File: src/rtl/truth_table_sequencer_if.sv
// Handshake and result bus between a test/config master and the truth table sequencer.
// The sequencer sits on the slave side; the master requests sweeps and reads results.
interface truth_table_sequencer_if #(
    parameter int N_IN = 2
);
    localparam int W = 2 ** N_IN;

    logic            start;
    logic [W-1:0]    expected;
    logic            busy;
    logic            done;
    logic            pass;
    logic [W-1:0]    table_out;
    logic [N_IN-1:0] fail_idx;

    modport master (
        output start, expected,
        input  busy, done, pass, table_out, fail_idx
    );

    modport slave (
        input  start, expected,
        output busy, done, pass, table_out, fail_idx
    );
endinterface

File: src/rtl/truth_table_sequencer.sv
// Sweeps a combinational gate unit through every input combination, captures its truth table
// and compares it against an expected table latched when the sweep is accepted.
module truth_table_sequencer #(
    parameter int N_IN   = 2,
    parameter int SETTLE = 1
) (
    input  logic                   clk,
    input  logic                   reset,
    truth_table_sequencer_if.slave bus,
    input  logic                   dut_out,
    output logic [N_IN-1:0]        dut_in
);
    localparam int W = 2 ** N_IN;
    localparam logic [3:0]      SETTLE_LAST = 4'(SETTLE - 1);
    localparam logic [N_IN:0]   IDX_LAST    = (N_IN + 1)'(W - 1);

    typedef enum logic [1:0] {S_IDLE, S_SETTLE, S_SAMPLE, S_DONE} state_t;

    state_t          state;
    logic [N_IN:0]   idx;
    logic [3:0]      cnt;
    logic [W-1:0]    expected_q;
    logic [W-1:0]    table_q;
    logic            busy_q;
    logic            done_q;
    logic            pass_q;
    logic [N_IN-1:0] fail_q;

    logic [W-1:0]    table_next;
    logic [W-1:0]    diff;
    logic [N_IN-1:0] fail_next;

    // Table as it will look once the current sample lands, so the verdict is ready on DONE entry.
    always_comb begin
        table_next = table_q;
        table_next[idx[N_IN-1:0]] = dut_out;
        diff = table_next ^ expected_q;
        fail_next = '0;
        for (int i = W - 1; i >= 0; i--) begin
            if (diff[i]) fail_next = N_IN'(i);
        end
    end

    always_ff @(posedge clk) begin
        if (reset) begin
            state      <= S_IDLE;
            idx        <= '0;
            cnt        <= '0;
            expected_q <= '0;
            table_q    <= '0;
            busy_q     <= 1'b0;
            done_q     <= 1'b0;
            pass_q     <= 1'b0;
            fail_q     <= '0;
            dut_in     <= '0;
        end else begin
            done_q <= 1'b0;
            case (state)
                S_IDLE: begin
                    if (bus.start) begin
                        expected_q <= bus.expected;
                        idx        <= '0;
                        dut_in     <= '0;
                        table_q    <= '0;
                        pass_q     <= 1'b0;
                        cnt        <= SETTLE_LAST;
                        busy_q     <= 1'b1;
                        state      <= S_SETTLE;
                    end
                end
                S_SETTLE: begin
                    if (cnt == 4'd0) state <= S_SAMPLE;
                    else             cnt   <= cnt - 4'd1;
                end
                S_SAMPLE: begin
                    table_q <= table_next;
                    if (idx == IDX_LAST) begin
                        done_q <= 1'b1;
                        pass_q <= (diff == '0);
                        fail_q <= fail_next;
                        state  <= S_DONE;
                    end else begin
                        idx    <= idx + 1'b1;
                        dut_in <= N_IN'(idx + 1'b1);
                        cnt    <= SETTLE_LAST;
                        state  <= S_SETTLE;
                    end
                end
                S_DONE: begin
                    busy_q <= 1'b0;
                    dut_in <= '0;
                    state  <= S_IDLE;
                end
                default: state <= S_IDLE;
            endcase
        end
    end

    assign bus.busy      = busy_q;
    assign bus.done      = done_q;
    assign bus.pass      = pass_q;
    assign bus.table_out = table_q;
    assign bus.fail_idx  = fail_q;
endmodule
File: src/flat_wrapper.sv
// flat-port wrapper written by rule: the top's interface ports become plain ports
module truth_table_sequencer_flat 
#(
    parameter int N_IN   = 2,
    parameter int SETTLE = 1
)
  (clk, reset, dut_out, dut_in, bus_start, bus_expected, bus_busy, bus_done, bus_pass, bus_table_out, bus_fail_idx);
  truth_table_sequencer_if #(.N_IN(N_IN)) bus_i ();
  input  logic clk;
  input  logic reset;
  input  logic dut_out;
  output logic [N_IN-1:0] dut_in;
  input wire logic [$bits(bus_i.start)-1:0] bus_start;
  input wire logic [$bits(bus_i.expected)-1:0] bus_expected;
  output wire logic [$bits(bus_i.busy)-1:0] bus_busy;
  output wire logic [$bits(bus_i.done)-1:0] bus_done;
  output wire logic [$bits(bus_i.pass)-1:0] bus_pass;
  output wire logic [$bits(bus_i.table_out)-1:0] bus_table_out;
  output wire logic [$bits(bus_i.fail_idx)-1:0] bus_fail_idx;
  assign bus_i.start = bus_start;
  assign bus_i.expected = bus_expected;
  assign bus_busy = bus_i.busy;
  assign bus_done = bus_i.done;
  assign bus_pass = bus_i.pass;
  assign bus_table_out = bus_i.table_out;
  assign bus_fail_idx = bus_i.fail_idx;
  truth_table_sequencer #(.N_IN(N_IN), .SETTLE(SETTLE)) u_core (.clk(clk), .reset(reset), .bus(bus_i), .dut_out(dut_out), .dut_in(dut_in));
endmodule
File: config.mk
export PLATFORM = sky130hd
export DESIGN_NAME = truth_table_sequencer_flat
export DESIGN_NICKNAME = d
export VERILOG_FILES = /design/src/rtl/truth_table_sequencer_if.sv /design/src/rtl/truth_table_sequencer.sv /design/src/flat_wrapper.sv
export SDC_FILE = /design/constraint.sdc
export NUM_CORES = 1
export LEC_CHECK = 0
export BUFFER_PORTS_ARGS = -buffer_cell sky130_fd_sc_hd__buf_4
export CORE_MARGIN = 2
export CORE_UTILIZATION = 54
export CTS_BUF_LIST = sky130_fd_sc_hd__clkbuf_16
export CTS_CLUSTER_DIAMETER = 150
export DETAILED_ROUTE_END_ITERATION = 6
export PLACE_DENSITY = 0.75
export SLEW_MARGIN = 10
export SYNTH_ARGS = -nofsm -noshare
export SYNTH_HDL_FRONTEND = slang
export SYNTH_SLANG_ARGS = --single-unit
export TNS_END_PERCENT = 50
File: constraint.sdc
create_clock -name clk -period 3.6 [get_ports clk]
set_input_delay 0.18 -clock clk [delete_from_list [all_inputs] [get_ports clk]]
set_output_delay 0.18 -clock clk [all_outputs]
set_load 0.01 [all_outputs]
==> summary.txt <==
status: finished clean
clk slew on worst S/H paths: 0.06 ns
metal2 WL: 1239 µm
Yosys Warn Count: 0
aggregate global routing overflow: 0
met3 wire length: 155 µm
total negative slack: 0 ns
root buf cell: clkbuf_16
clk buf depth: 2
layout cells sized above 1: 16.67%
CP endpoint kind: register
Pre-Repair DR Iteration Count: 4
Routed wire per std cell: 13.69 µm
Worst Hold End: u_core.expected_q[3]
number of synthesized flops with an enable pin: 0
worst-skew pair later-pin latency: 0.26 ns
dominant cell type by area after synthesis: dfxtp_1
Synth Flop Type: dfxtp_1
Die H: 52.81 µm
LEAKAGE: 0.6011 nW
initial drt markers: 19
Die ar.: 0.002788 mm²
CTS Hold Bufs: 0
area post-placement: 0.001424 mm²
post-DP HPWL: 1983 µm
first-pass GRT wire length: 4671 µm
area share of the leading cell type in the synthesized netlist: 37.35%
Max-cap violations: 0
worst hold slack: 0.1862 ns
Max rail drop VDD: 0.0004967 V
worst slew pin tran: 0.8056 ns
pre-CTS WS: 1.502 ns
fin crit share: 59.27%
DR DRC count: 0
synth top area cells: dfxtp_1 37%, ha_1 12%, a21oi_1 8.6%
RSZ-0062 raised after global routing: no
row count: 17
Via density: 5.704
r2r setup slk: 1.47 ns
die width: 52.81 µm
number of global-route vias before repair: 1057
Avg Inst Size Synth: 8.462 µm²
worst reg2reg path depth: 6
Antenna Nets Post-Route: 0
hold path cells: 3
postcts setup bufs: 0
Arrival @ worst endpoint: 2.27 ns
Buffers on Ports: 18
post-CTS resize count: 0
core box area: 0.002233 mm²
Highest Signal Layer: met4
CTS tree: yes
FMAX: 0.4687 GHz
critical-path maximum fanout: 11
Synth Instances: 152
FF+latch count, synth: 24
finished layout cell area: 0.001529 mm²
wire length on met1: 1259 µm
max-slew violations: 0
GR Util All Layers: 22.91%
Hold Path Class: primary input to register
commonest cells after routing, fill and taps aside: 24 x dfxtp_1, 22 x a21oi_1, 18 x buf_4, 13 x nand2_1
crit path kind: register to register
Final Util: 68.46%
Placer Congestion: 0.8372
Final Net Count: 189
Reg-to-Reg End: u_core.dut_in[1]
Initial Utilization: 57.59%
Vias: 1118
largest net degree at the start of global routing: 26
Final Hold Fails: 0
crit path launch type: register
WL final: 2683 µm
PwrDens: 454.0 mW/mm²
CTS Buf Count: 3
post-synthesis instance area: 0.001286 mm²
Post-Syn Nets: 172
ANT cells: 0
CP required: 3.74 ns
leading cell type in the layout, fill and taps excluded: dfxtp_1
filler instances: 180
sequential fraction of the synthesis area: 37.35%
antenna violations before repair: 0
reg-to-reg startpoint: u_core.state[0]
min cycle time layout: 2.134 ns
CTS Sinks: 24
Final setup viols: 0
Clock Skew: 0.003125 ns
Cell variety after synth: 33
Area Growth Syn to Fin: 18.87%
slew margin rel.: 46.18%
Hold Path Origin: bus_expected[3]
Async SR Flop Fraction: 0%
Top Ports: 19
min setup slack post-route: 1.466 ns
H-tree depth: 1
==> worst max-delay path, stage by stage, from the launching register on <==
cell and delay [ns]:
dfxtp_1 0.36, inv_1 0.12, ha_1 0.34, nor2b_1 0.70, nor2_1 0.25, nand3_1 0.17, a21oi_1 0.08
==> final cells by class <==
type	instances	area [µm²]	share of cell area, %
inverter	10	37.54	2.455
sequential	24	480.5	31.42
tap	28	35.03	2.291
multi-input combinational	112	735.7	48.12
timing repair buffer	18	135.1	8.838
clock buffer	3	75.07	4.910
clock inverter	1	30.03	1.964
==> metrics by stage <==
stage | cells | power, W
after detailed placement | 192 | 0.0003833
final | 196 | 0.0006942
after floorplan | 152 | 0.0003588
after CTS | 196 | 0.0006957
after global routing | 196 | 0.0007261
after global placement | 192 | 0.0003812
==> power breakdown <==
group / switching, W / internal [W] / total [W]
combinational: 0.0000589 / 0.0000374 / 0.0000963
clock: 0.0000933 / 0.000221 / 0.000314
sequential: 0.00000884 / 0.000275 / 0.000284
==> per-layer routing <==
metal  GRT usage [%]  vias to the layer above
li1                -                      564
met3           6.857                        6
met4           7.265                        0
met2           37.50                       32
met1           28.60                      516
met5               0                        -
==> flip-flops by register name, indices dropped and copies added (netlist names) <==
| register | count |
|---|---|
| u_core.dut_in | 2 |
| u_core.state | 2 |
| u_core.bus.table_out | 4 |
| u_core.idx | 3 |
| u_core.bus.done | 1 |
| u_core.bus.fail_idx | 2 |
| u_core.bus.pass | 1 |
| u_core.bus.busy | 1 |
| u_core.expected_q | 4 |
| u_core.cnt | 4 |
==> cell usage after synthesis, types with 2 or more instances <==
cell type / number
inv_1: 10
o21ai_0: 9
nor3_1: 4
mux2i_1: 4
nand3_1: 12
a21oi_1: 22
nand2_1: 13
nor2_1: 10
or3b_2: 2
and2_1: 2
buf_2: 2
clkbuf_1: 3
dfxtp_1: 24
nor4_1: 2
ha_1: 12
xnor2_1: 4
==> logic make-up (layout without fill, tap and decap cells) <==
group,count (synthesis),after routing,share of synthesized area [%]
XOR/XNOR,5,5,3.405
multiplexers,5,5,4.183
adder cells (fa/ha/maj),12,12,11.67
AO/OA/AOI/OAI,38,38,17.32
buffers and inverters,16,32,5.448
AND/OR/NAND/NOR,52,52,20.62
flip-flops,24,24,37.35
==> worst max-delay path by stage <==
stage / cells past startpoint / to / start
final: 6 / u_core.dut_in[1] / u_core.state[0]
after global routing: 6 / u_core.dut_in[1] / u_core.state[1]
after CTS: 6 / u_core.dut_in[1] / u_core.state[0]
after detailed placement: 6 / u_core.dut_in[1] / u_core.state[0]
after global placement: 6 / u_core.dut_in[1] / u_core.state[0]
after floorplan: 7 / u_core.bus.pass / u_core.state[0]
Note: power is estimated with default switching activity, not from simulation.
